`config.mk`:
```
export PLATFORM = sky130hd
export DESIGN_NAME = switch_allocator
export DESIGN_NICKNAME = d
export VERILOG_FILES = /design/src/rtl/switch_allocator_pkg.sv /design/src/rtl/switch_allocator_rr_arbiter.sv /design/src/rtl/switch_allocator.sv
export SDC_FILE = /design/constraint.sdc
export NUM_CORES = 1
export LEC_CHECK = 0
export BUFFER_PORTS_ARGS = -buffer_cell sky130_fd_sc_hd__buf_2
export CAP_MARGIN = 20
export CORE_MARGIN = 2
export CORE_UTILIZATION = 38
export CTS_CLUSTER_SIZE = 10
export DETAILED_ROUTE_END_ITERATION = 16
export GPL_TIMING_DRIVEN = 0
export PLACE_DENSITY = 0.6
export RECOVER_POWER = 25
export SYNTH_ARGS = -nofsm -noshare
export SYNTH_HDL_FRONTEND = slang
export SYNTH_SLANG_ARGS = --single-unit
```
`constraint.sdc`:
```
create_clock -name clk -period 8.3 [get_ports clk]
set_input_delay 0.415 -clock clk [delete_from_list [all_inputs] [get_ports clk]]
set_output_delay 0.415 -clock clk [all_outputs]
set_load 0.01 [all_outputs]
```
`src/rtl/switch_allocator_pkg.sv`:
```
// Shared defaults and per-output FSM state encoding for the switch allocator.
package switch_allocator_pkg;

    localparam int unsigned PORTS_DEF     = 5;
    localparam int unsigned CHNL_BITS_DEF = 3;
    localparam int unsigned ADDR_BITS_DEF = 3;
    localparam int unsigned FLIT_BITS_DEF = 8;

    typedef enum logic {
        IDLE   = 1'b0,
        LOCKED = 1'b1
    } out_state_e;

endpackage

```
`src/rtl/switch_allocator_rr_arbiter.sv`:
```
// Round-robin arbiter: picks the first requester at or after ptr, wrapping
// to the lowest requester below ptr. Grant is one-hot (or zero if no request).
module rr_arbiter #(
    parameter int unsigned N  = 5,
    parameter int unsigned PW = 3
) (
    input  logic [N-1:0]  req,
    input  logic [PW-1:0] ptr,
    output logic [N-1:0]  gnt
);

    logic [N-1:0] mask;
    logic [N-1:0] hi;

    // Split requests into those at/after ptr and take the lowest set bit,
    // falling back to the lowest request overall when none are at/after ptr.
    always_comb begin
        mask = '0;
        for (int unsigned i = 0; i < N; i++) begin
            mask[i] = (PW'(i) >= ptr);
        end
        hi  = req & mask;
        gnt = (|hi) ? (hi & (-hi)) : (req & (-req));
    end

endmodule

```
`src/rtl/switch_allocator.sv`:
```
// Switch allocator: per-output round-robin lock of rx inputs onto tx outputs,
// with combinational grant relay, buffer-address and flit-data crossbars.
// Optional feature macro: SWITCH_ALLOC_BADCHNL_EN (sticky err_badchnl flag).
module switch_allocator
    import switch_allocator_pkg::*;
#(
    parameter int unsigned PORTS     = PORTS_DEF,
    parameter int unsigned CHNL_BITS = CHNL_BITS_DEF,
    parameter int unsigned ADDR_BITS = ADDR_BITS_DEF,
    parameter int unsigned FLIT_BITS = FLIT_BITS_DEF
) (
    input  logic                         clk,
    input  logic                         reset,
    input  logic [PORTS-1:0]             in_req,
    input  logic [PORTS*CHNL_BITS-1:0]   in_chnl,
    output logic [PORTS-1:0]             in_gnt,
    output logic [PORTS*ADDR_BITS-1:0]   in_buf_addr,
    input  logic [PORTS*FLIT_BITS-1:0]   in_buf_data,
    output logic [PORTS-1:0]             out_req,
    output logic [PORTS*CHNL_BITS-1:0]   out_chnl,
    input  logic [PORTS-1:0]             out_gnt,
    input  logic [PORTS*ADDR_BITS-1:0]   out_buf_addr,
    output logic [PORTS*FLIT_BITS-1:0]   out_buf_data,
    output logic                         err_badchnl
);

    out_state_e           state_q [PORTS];
    out_state_e           state_d [PORTS];
    logic [CHNL_BITS-1:0] owner_q [PORTS];
    logic [CHNL_BITS-1:0] owner_d [PORTS];
    logic [CHNL_BITS-1:0] ptr_q   [PORTS];
    logic [CHNL_BITS-1:0] ptr_d   [PORTS];
    logic [PORTS-1:0]     sel     [PORTS];   // sel[o][i]: output o locked to input i
    logic [PORTS-1:0]     elig    [PORTS];
    logic [PORTS-1:0]     arb_gnt [PORTS];
    logic [PORTS-1:0]     owned;

    // Crossbar: every locked output relays request/data and returns gnt/address to its owner.
    always_comb begin
        owned        = '0;
        in_gnt       = '0;
        in_buf_addr  = '0;
        out_req      = '0;
        out_chnl     = '0;
        out_buf_data = '0;
        for (int unsigned o = 0; o < PORTS; o++) begin
            sel[o] = '0;
            for (int unsigned i = 0; i < PORTS; i++) begin
                sel[o][i] = (state_q[o] == LOCKED) && (owner_q[o] == CHNL_BITS'(i));
                if (sel[o][i]) begin
                    owned[i]                                = 1'b1;
                    out_req[o]                              = in_req[i];
                    out_chnl[o*CHNL_BITS +: CHNL_BITS]      = CHNL_BITS'(i);
                    out_buf_data[o*FLIT_BITS +: FLIT_BITS]  = in_buf_data[i*FLIT_BITS +: FLIT_BITS];
                    in_gnt[i]                               = out_gnt[o];
                    in_buf_addr[i*ADDR_BITS +: ADDR_BITS]   = out_buf_addr[o*ADDR_BITS +: ADDR_BITS];
                end
            end
        end
    end

    // Eligible requesters per output: requesting it and not already holding another output.
    always_comb begin
        for (int unsigned o = 0; o < PORTS; o++) begin
            elig[o] = '0;
            for (int unsigned i = 0; i < PORTS; i++) begin
                elig[o][i] = in_req[i] & ~owned[i] &
                             (in_chnl[i*CHNL_BITS +: CHNL_BITS] == CHNL_BITS'(o));
            end
        end
    end

    for (genvar g = 0; g < PORTS; g++) begin : g_arb
        rr_arbiter #(
            .N  (PORTS),
            .PW (CHNL_BITS)
        ) u_arb (
            .req (elig[g]),
            .ptr (ptr_q[g]),
            .gnt (arb_gnt[g])
        );
    end

    // Per-output FSM: arbitrate only from IDLE, so a release always leaves one idle cycle.
    always_comb begin
        for (int unsigned o = 0; o < PORTS; o++) begin
            state_d[o] = state_q[o];
            owner_d[o] = owner_q[o];
            ptr_d[o]   = ptr_q[o];
            case (state_q[o])
                IDLE: begin
                    if (|arb_gnt[o]) begin
                        state_d[o] = LOCKED;
                        for (int unsigned i = 0; i < PORTS; i++) begin
                            if (arb_gnt[o][i]) owner_d[o] = CHNL_BITS'(i);
                        end
                    end
                end
                LOCKED: begin
                    if (!out_req[o]) begin
                        state_d[o] = IDLE;
                        ptr_d[o]   = (owner_q[o] == CHNL_BITS'(PORTS - 1)) ? '0
                                                                          : owner_q[o] + CHNL_BITS'(1);
                    end
                end
                default: state_d[o] = IDLE;
            endcase
        end
    end

    // State, owner and round-robin pointer registers.
    always_ff @(posedge clk or negedge reset) begin
        if (!reset) begin
            for (int unsigned o = 0; o < PORTS; o++) begin
                state_q[o] <= IDLE;
                owner_q[o] <= '0;
                ptr_q[o]   <= '0;
            end
        end else begin
            for (int unsigned o = 0; o < PORTS; o++) begin
                state_q[o] <= state_d[o];
                owner_q[o] <= owner_d[o];
                ptr_q[o]   <= ptr_d[o];
            end
        end
    end

`ifdef SWITCH_ALLOC_BADCHNL_EN
    localparam logic [CHNL_BITS:0] PORTS_W = (CHNL_BITS + 1)'(PORTS);

    logic [PORTS-1:0] chnl_bad;
    logic             err_q;
    logic             err_d;

    // Sticky flag for any request naming a non-existent output.
    always_comb begin
        for (int unsigned i = 0; i < PORTS; i++) begin
            chnl_bad[i] = in_req[i] & ({1'b0, in_chnl[i*CHNL_BITS +: CHNL_BITS]} >= PORTS_W);
        end
        err_d = err_q | (|chnl_bad);
    end

    // Error flag register.
    always_ff @(posedge clk or negedge reset) begin
        if (!reset) err_q <= 1'b0;
        else        err_q <= err_d;
    end

    assign err_badchnl = err_q;
`else
    assign err_badchnl = 1'b0;
`endif

endmodule

```
; Word-level counts from Yosys, hierarchy flattened
; Cells that the tools add are included.
[op_classes]
addsub = 15
order_cmp = 25
n_eq_ne = 40
n_mux = 195
bitwise = 60
n_reduce_logical = 60
[ops]
columns = cell, n
row1 = $mux W3, 68
row2 = $mux W8, 25
row3 = $mux W1, 90
row4 = $and A5 B5 Y5, 15
row5 = $eq A3 B2 Y1 const B, 20
row6 = $neg A5 Y5, 10
row7 = $reduce_or A5 Y1, 10
row8 = $and A1 B1 Y1, 30
row9 = $eq A3 B1 Y1 const B, 10
row10 = $eq A3 B3 Y1 const B, 10
row11 = $ge A1 B3 Y1 const A, 10
row12 = $ge A2 B3 Y1 const A, 10
row13 = $logic_not A3 Y1, 10
row14 = $logic_and A1 B1 Y1, 25
row15 = $mux W5, 5
row16 = $reduce_bool A5 Y1, 5
row17 = $add A3 B1 Y3 const B, 5
row18 = $ge A3 B3 Y1 const A, 5
row19 = $not A1 Y1, 15
row20 = $reduce_and A3 Y1, 5
row21 = $pmux W1 S2, 5
row22 = $reduce_and A2 Y1, 5
row23 = $mux W2, 2
[word_totals]
reg_bits = 35
out_inout_bits = 81
wordCells = 410

; Depth between registers and ports, before layout
; Gate-level depths: netlist of the first run.
[depth]
word_depth = 19
mapped_depth = 10
mapped_depth_nobuf = 9

; Modules after synthesis
; A second synthesis of the first run with hierarchy kept.
[unflattened]
hier_cells = 932
area_unflattened_um2 = 6353.6
[modules_own_cells]
columns = mod, n_inst, cells_per_inst, area_per_inst_um2
row1 = switch_allocator, 1, 767, 5371.4
row2 = rr_arbiter, 5, 33, 196.4

; Worst setup path after synthesis of the first run
; No wires, ideal clock.
[synth_timing]
path_kind = register to register
startpoint = reg owner_q[0] (netlist bit)
endpoint = reg owner_q[9] (netlist bit)
setup_ns = 0.125
arrival_ns = 2.478
required_ns = 8.175
setup_slack_ns = 5.697
path_stages_with_launch = 10
path_buffers = 0
cell_sequence = dfrtp_1 -> ha_1 -> ha_1 -> a222oi_1 -> and4_1 -> nand3b_1 -> o22ai_1 -> a21oi_2 -> a2bb2oi_2 -> mux2_4
[synth_via]
elab_chain_len = 14
elab_cells_between_ends = 44
[synth_lines]
columns = element, line_no
row1 = from (decl), switch_allocator.sv:29  ; logic [CHNL_BITS-1:0] owner_q [PORTS];
row2 = "from (signal, indexed assignment)", switch_allocator.sv:122  ; owner_q[o] <= owner_d[o];
row3 = $eq A3 B1 Y1 or $logic_not A3 Y1 (tied branches), switch_allocator.sv:49  ; sel[o][i] = (state_q[o] == LOCKED) && (owner_q[o] == CHNL_BITS'(i));
row4 = $logic_and A1 B1 Y1, switch_allocator.sv:49
row5 = $mux W1, switch_allocator.sv:50  ; if (sel[o][i]) begin
row6 = $not A1 Y1, switch_allocator.sv:67  ; elig[o][i] = in_req[i] & ~owned[i] &
row7 = $and A1 B1 Y1 (2 in series), switch_allocator.sv:67
row8 = $and A5 B5 Y5, switch_allocator_rr_arbiter.sv:22  ; hi = req & mask;
row9 = $neg A5 Y5, switch_allocator_rr_arbiter.sv:23  ; gnt = (|hi) ? (hi & (-hi)) : (req & (-req));
row10 = $and A5 B5 Y5, switch_allocator_rr_arbiter.sv:23
row11 = $mux W5 (*), switch_allocator_rr_arbiter.sv:23
row12 = $mux W3 (4 in series), switch_allocator.sv:95  ; if (arb_gnt[o][i]) owner_d[o] = CHNL_BITS'(i);
; Every way passes the cells marked *; elsewhere a longest branch is shown, timed or not.
; A chain may end at the register's enable or synchronous reset.

; Worst setup path after layout of the first run
[layout_timing]
startpoint = reg owner_q[3] (netlist bit)
endpoint = out out_buf_data[31]
[layout_via]
elab_chain_len = 7
elab_cells_between_ends = 15
[layout_lines]
columns = element, line_no
row1 = $logic_not A3 Y1, switch_allocator.sv:49
row2 = $logic_and A1 B1 Y1, switch_allocator.sv:49
row3 = $mux W8 (4 in series), switch_allocator.sv:50
row4 = $mux W8 (*), switch_allocator.sv:50
row5 = to (decl), switch_allocator.sv:23  ; output logic [PORTS*FLIT_BITS-1:0] out_buf_data,
; Marked as above.

==> results of run 1 <==
-- cells in the mapped netlist, drive strengths merged, types with 17 or more instances --
cell type and n:
nor2 110, nand2 81, a21oi 57, o21ai 49
a221oi 47, nor3 45, clkbuf 40, dfrtp 35
inv 31, ha 25, mux2 19, o22ai 19
nand3 17
-- layer usage --
metal  track usage  share of wire  vias up
met3        0.0460           0.11       62
met4         0.107          0.028        0
met2         0.464           0.44      507
li1              -              -     3400
met5             0              0        -
met1         0.410           0.42     3352
-- power by group through the flow --
| stage | sequential, mW | combinational (mW) | clock (mW) |
|---|---|---|---|
| floorplan | 0.314 | 1.10 | 0 |
| global placement | 0.338 | 1.68 | 0 |
| detailed placement | 0.340 | 1.68 | 0 |
| CTS | 0.338 | 1.69 | 0.190 |
| global route | 0.354 | 1.87 | 0.200 |
| finish | 0.340 | 1.72 | 0.186 |
-- kinds of logic after synthesis --
| logic type | count (synthesis) | share of synthesized area |
|---|---|---|
| adder cells (fa/ha/maj) | 26 | 0.0585 |
| multiplexers | 20 | 0.0413 |
| other | 1 | 0.000680 |
| flip-flops | 35 | 0.159 |
| AO/OA/AOI/OAI | 283 | 0.362 |
| AND/OR/NAND/NOR | 351 | 0.323 |
| buffers and inverters | 79 | 0.0565 |
-- sequential cells by signal, indices dropped and copies added (netlist names) --
| register | count |
|---|---|
| ptr_q | 15 |
| owner_q | 15 |
| state_q | 5 |
-- per-stage QoR --
step	area, um2	utilization
6_report	6690	0.466
5_1_grt	6690	0.466
4_1_cts	6690	0.466
3_5_place_dp	6550	0.456
3_3_place_gp	6550	0.456
2_1_floorplan	5520	-
-- layout make-up --
cell class | instances | area share
well taps | 184 | 0.0344
repair buffers | 161 | 0.120
clock buffers | 6 | 0.0208
inverters | 31 | 0.0174
multi-input cells | 681 | 0.646
clock inverters | 1 | 0.000748
plain buffers | 48 | 0.0292
flip-flops and latches | 35 | 0.131
-- path summary, 6_finish.rpt --
kind                                                to              startpoint  cells after the start
worst min-delay path            owner_q[8]$_DFFE_PN0P_             in_chnl[14]                      3
worst max-delay path                  out_buf_data[31]  owner_q[3]$_DFFE_PN0P_                      7
worst min register to register    ptr_q[6]$_DFFE_PN0P_    ptr_q[6]$_DFFE_PN0P_                      1
max in group asynchronous        ptr_q[14]$_DFFE_PN0P_                   reset                      1
worst max register to register    ptr_q[2]$_DFFE_PN0P_  owner_q[0]$_DFFE_PN0P_                      9
min in group asynchronous         ptr_q[4]$_DFFE_PN0P_                   reset                      1
-- tightest hold or removal path, cell delays in order --
cell and delay [ps]:
buf_2 130, or4b_4 160, o31ai_1 80
==> results.md, run 1 <==
- Die height: 124 um
- NetSw: 1.21 mW
- Crit path max fanout: 9
- Max cap viols: 1
- GRT overflow: 0
- Initial Util: 0.384
- P_int: 1.04 mW
- Status: finished with violations
- Final RePlAce weighted congestion: between 0.9 and 1
- GR Util All Layers: 0.295
- Die Width: 124 um
- Setup crit start kind: register
- Synth Instances: 795
- Overall power: 2.25 mW
- Pwr Density: approximately 340 nW/um2
- DP Cell Count: 1139
- Clk_skew: 3.07 ps
- Leak: slightly below 3 nW
- Max VDD drop: 146 uV
- Seq pwr share: 0.151
- Multi-input logic area: 4320 um2
- Iter 0 DRT Violations: 1030
- Initial DRT Pass Iterations: 9
- Mapped Area: 5520 um2
- Violated checks: capacitance limit, slew limit
- Sw Share: 0.537
- Layout cell share with drive strength beyond 1: 0.219
- Clock sinks: 35
- Synth async-reset ratio: 1.00
- Seq. cell area: 876 um2
- Seq/Total Area, Yosys: 0.159
- First-pass GRT wire length: 37.4 mm
- FMAX: 274 MHz
- Final nets: between 1000 and 1500
- Place WS: 5200 ps
- RSZ-0062 raised after global routing: no
- CTS Buf Count: 5
- Vias/cell: between 6 and 7
- Clk pwr share: 0.083
- Routed length per instance: roughly 21 um
- Hold_buf cts: 0
- Slew headroom: -0.314
- Setup slack after layout: 4640 ps
- Post CTS Setup Buffer Count: 0
- Synth Area per Inst: roughly 6.9 um2
- Core box area: 14400 um2
- CTS resizes: 0
- Fin crit share: 0.440
- # H-tree levels: 2
- Setup_tns: 0 ps
- Critical Path RT: 7890 ps
- Residual DRC: 0
- Fin crit period: ~3700 ps
- Synth area leader: dfrtp_1
- Final WL: 24.0 mm
- EDFF count, synth: 0
- Largest net degree at the start of global routing: 36
- CP endpoint kind: primary output
- Synth unique cells: 72
- WHS: 546 ps
- PortBufs: 160
- Mapped Nets: 902
- Max-slew violations: 36
- Number of global-route vias before repair: 6670
- Clock latency on the worst-skew pair: between 200 and 300 ps
- Hold Vio Cnt, Final: 0
- Die area: 15500 um2
- CTS tree: yes
- Worst endpoint data arrival time: around 3200 ps
- CP Class: register to primary output
- Fill cells: 1576
- Worst-Margin Slew: 1970 ps
- CP bufs+invs: 2
- Most frequent cells in the layout: 161 x buf_2, 110 x nor2_1, 81 x nand2_1
- Initial antenna violation count: 0
- Slowest CP cell: nor2_1
- Synth-to-Final Area Change: 21.3%
- Synth top area share: 0.159
- Crit-path leading delay family: simple AND/OR/NAND/NOR gates
- HP Class: input pin to register
- Antenna Nets Post-Route: 0
- Antenna cell count: 0
- Flop and latch count out of synthesis: 35
- Final Setup Violations: 0
- IO Pins: 163
- Non-Filler Instances: 1147
- # rows: 44
- Post-DP HPWL: 18.7 mm
- Comb power frac: 0.766
- Clock Pin Slew Worst Setup and Hold Paths: 50 ps
- Clk buf depth: 2
- Largest stage delay on the critical path: about 770 ps
- Leading cell type in the layout, fill and taps excluded: buf_2
- CTS root buffer: clkbuf_16
- Crit path cell chain: inv_1, ha_1, nand3b_1, nor2_1, a221oi_1, o41ai_1, buf_2
- Area contributors post-synth: dfrtp_1 16%, nor2_1 7.5%, a221oi_1 7.5%, ha_1 5.7%, nand2_1 5.5%
- Total number of vias: 7321
- Reg-to-reg slack, setup: 5110 ps
- Synthesis Warnings: 0
- Ys flop type: dfrtp_1
Note: power is estimated with default switching activity, not from simulation.
==> run 2: changes to the inputs <==
--- a/config.mk
+++ b/config.mk
@@ -12,7 +12,7 @@
 export CTS_CLUSTER_SIZE = 10
 export DETAILED_ROUTE_END_ITERATION = 16
 export GPL_TIMING_DRIVEN = 0
-export PLACE_DENSITY = 0.6
+export PLACE_DENSITY = 0.62
 export RECOVER_POWER = 25
 export SYNTH_ARGS = -nofsm -noshare
 export SYNTH_HDL_FRONTEND = slang
==> constraint.sdc (replaced) <==
create_clock -name clk -period 3.18 [get_ports clk]
set_input_delay 0.159 -clock clk [delete_from_list [all_inputs] [get_ports clk]]
set_output_delay 0.159 -clock clk [all_outputs]
set_load 0.01 [all_outputs]
==> results.md, run 2 (same netlist as run 1, synthesis figures left out) <==
- Most frequent cells in the layout: 163 x buf_2, 108 x nor2_1, 81 x nand2_1
- Leak: 3.01 nW
- Worst endpoint data arrival time: 3190 ps
- Largest registers: owner_q: 15 flops, ptr_q: 15 flops, state_q: 5 flops
- Fin crit share: 0.953
- RSZ-0062 raised after global routing: yes
- Hold Vio Cnt, Final: 0
- Max-slew violations: 36
- Place WS: 99.5 ps
- Final Setup Violations: 0
- Initial antenna violation count: 0
- GR Util All Layers: 0.294
- R2R Path End: owner_q[9]$_DFFE_PN0P_
- Critical Path RT: 3340 ps
- Status: finished with violations
- Largest net degree at the start of global routing: 36
- CTS Buf Count: 5
- Reg2reg start: owner_q[12]$_DFFE_PN0P_
- Hold depth: 3
- Initial Util: 0.384
- Worst-Margin Slew: approximately 2000 ps
- Max cap viols: 1
- Leading cell type in the layout, fill and taps excluded: buf_2
- Fin crit period: about 3000 ps
- HP Class: input pin to register
- Violated checks: capacitance limit, slew limit
- GRT overflow: 0
- Residual DRC: 0
- CTS tree: yes
- Die area: around 15000 um2
- Final nets: 1074
- Final Cell Area: 6790 um2
- Slew headroom: -0.330
- Final WL: 23.8 mm
- CP Class: register to register
- IO Pins: 163
- Die Width: 124 um
- Clk buf depth: 2
- Layout cell share with drive strength beyond 1: 0.237
- Crit path max fanout: 9
- CP endpoint kind: register
- Max VDD drop: about 360 uV
- FMAX: 330 MHz
- Antenna Nets Post-Route: 0
- Setup crit start kind: register
- Hold worst-path end: owner_q[8]$_DFFE_PN0P_
- Worst Hold Launch: in_chnl[14]
- Worst Reg-to-Reg Cells: 9
- # H-tree levels: 2
- Die height: about 120 um
- Total number of vias: 7250
- Vias/cell: ~6.3
- Routed length per instance: between 20 and 25 um
- Overall power: approximately 5.9 mW
- PortBufs: 160
- Post-DP HPWL: 18.6 mm
- Synth-to-Final Area Change: 23.0%
- Reg-to-reg slack, setup: 150 ps
- Clock Pin Slew Worst Setup and Hold Paths: around 60 ps
- # rows: 44
- Clock sinks: 35
- Iter 0 DRT Violations: 1016
- Antenna cell count: 0
- Setup slack after layout: approximately 150 ps
- DP Area: approximately 6500 um2
- Number of global-route vias before repair: 6616
- Clk_skew: 5.59 ps
- Clock latency on the worst-skew pair: 280 ps
- Initial DRT Pass Iterations: 6
- Pwr Density: 874 nW/um2
- Core box area: between 10000 and 15000 um2
- First-pass GRT wire length: 37.2 mm
- CTS root buffer: clkbuf_16
- Final RePlAce weighted congestion: a little under 1
==> run 2: cell count changes in the layout (fill, tap and decap cells not counted), moves of 3 or more <==
cell	change
clkbuf_1	-5
clkbuf_2	+4
buf_4	+3
nand3_1	-3
nand3_2	+3
==> run 2: area by class of cell <==
class / instances / area (um2)
inverters: 31 / 116
fillers: 1520 / 7580
plain buffers: 48 / 201
multi-input cells: 681 / 4370
clock buffers: 8 / 156
flip-flops and latches: 35 / 876
repair buffers: 165 / 837
well taps: 184 / 230
==> run 2: metal layers <==
layer | global-route usage | share of wire | wire length [um] | vias to the layer above
li1 | - | - | - | 3405
met5 | 0 | 0 | 0 | -
met4 | 0.104 | 0.030 | 718 | 0
met1 | 0.412 | 0.44 | 10400 | 3298
met3 | 0.0477 | 0.097 | 2300 | 60
met2 | 0.457 | 0.44 | 10400 | 487
==> run 2: worst max-delay path by stage <==
stage / from / endpoint / slack, ps / depth (start not counted)
after floorplan: owner_q[0]$_DFFE_PN0P_ / owner_q[9]$_DFFE_PN0P_ / 580 / 9
final: owner_q[12]$_DFFE_PN0P_ / owner_q[9]$_DFFE_PN0P_ / 150 / 9
after global routing: owner_q[12]$_DFFE_PN0P_ / owner_q[9]$_DFFE_PN0P_ / -20 / 9
after detailed placement: owner_q[0]$_DFFE_PN0P_ / owner_q[9]$_DFFE_PN0P_ / 100 / 9
after global placement: owner_q[3]$_DFFE_PN0P_ / ptr_q[3]$_DFFE_PN0P_ / 110 / 9
after CTS: owner_q[3]$_DFFE_PN0P_ / out_buf_data[25] / 60 / 7
==> run 2: report_power, final <==
group          internal [mW]  leakage (nW)  switching, mW  total [mW]
clock                  0.333        0.0772          0.184       0.517
sequential             0.640         0.431          0.254       0.893
combinational           1.80          2.51           2.72        4.52
==> run 2: what timing repair did <==
action,in CTS,in global routing
endpoints found under the setup margin,0,39
setup buffers,0,3
resized for setup,0,18
hold buffers,1,0
hold endpoints to repair,7,0
==> run 2: critical path, cell delays in order, from the launching register on <==
cell and delay, ps:
dfrtp_1 410, inv_1 80, ha_1 260, nand3b_1 240, nand4_1 500, nor4b_4 560
a31oi_1 120, a21oi_2 220, a2bb2oi_2 210, mux2_4 310
==> run 2: metrics by stage <==
step                      std cells  hold slack [ps]  TNS [ps]  utilization
final                          1152              267         0        0.472
after CTS                      1148              260         0        0.467
after detailed placement       1139              300         0        0.456
after floorplan                 795             -137         0            -
after global routing           1152              286     -16.3        0.472
after global placement         1139              299         0        0.456
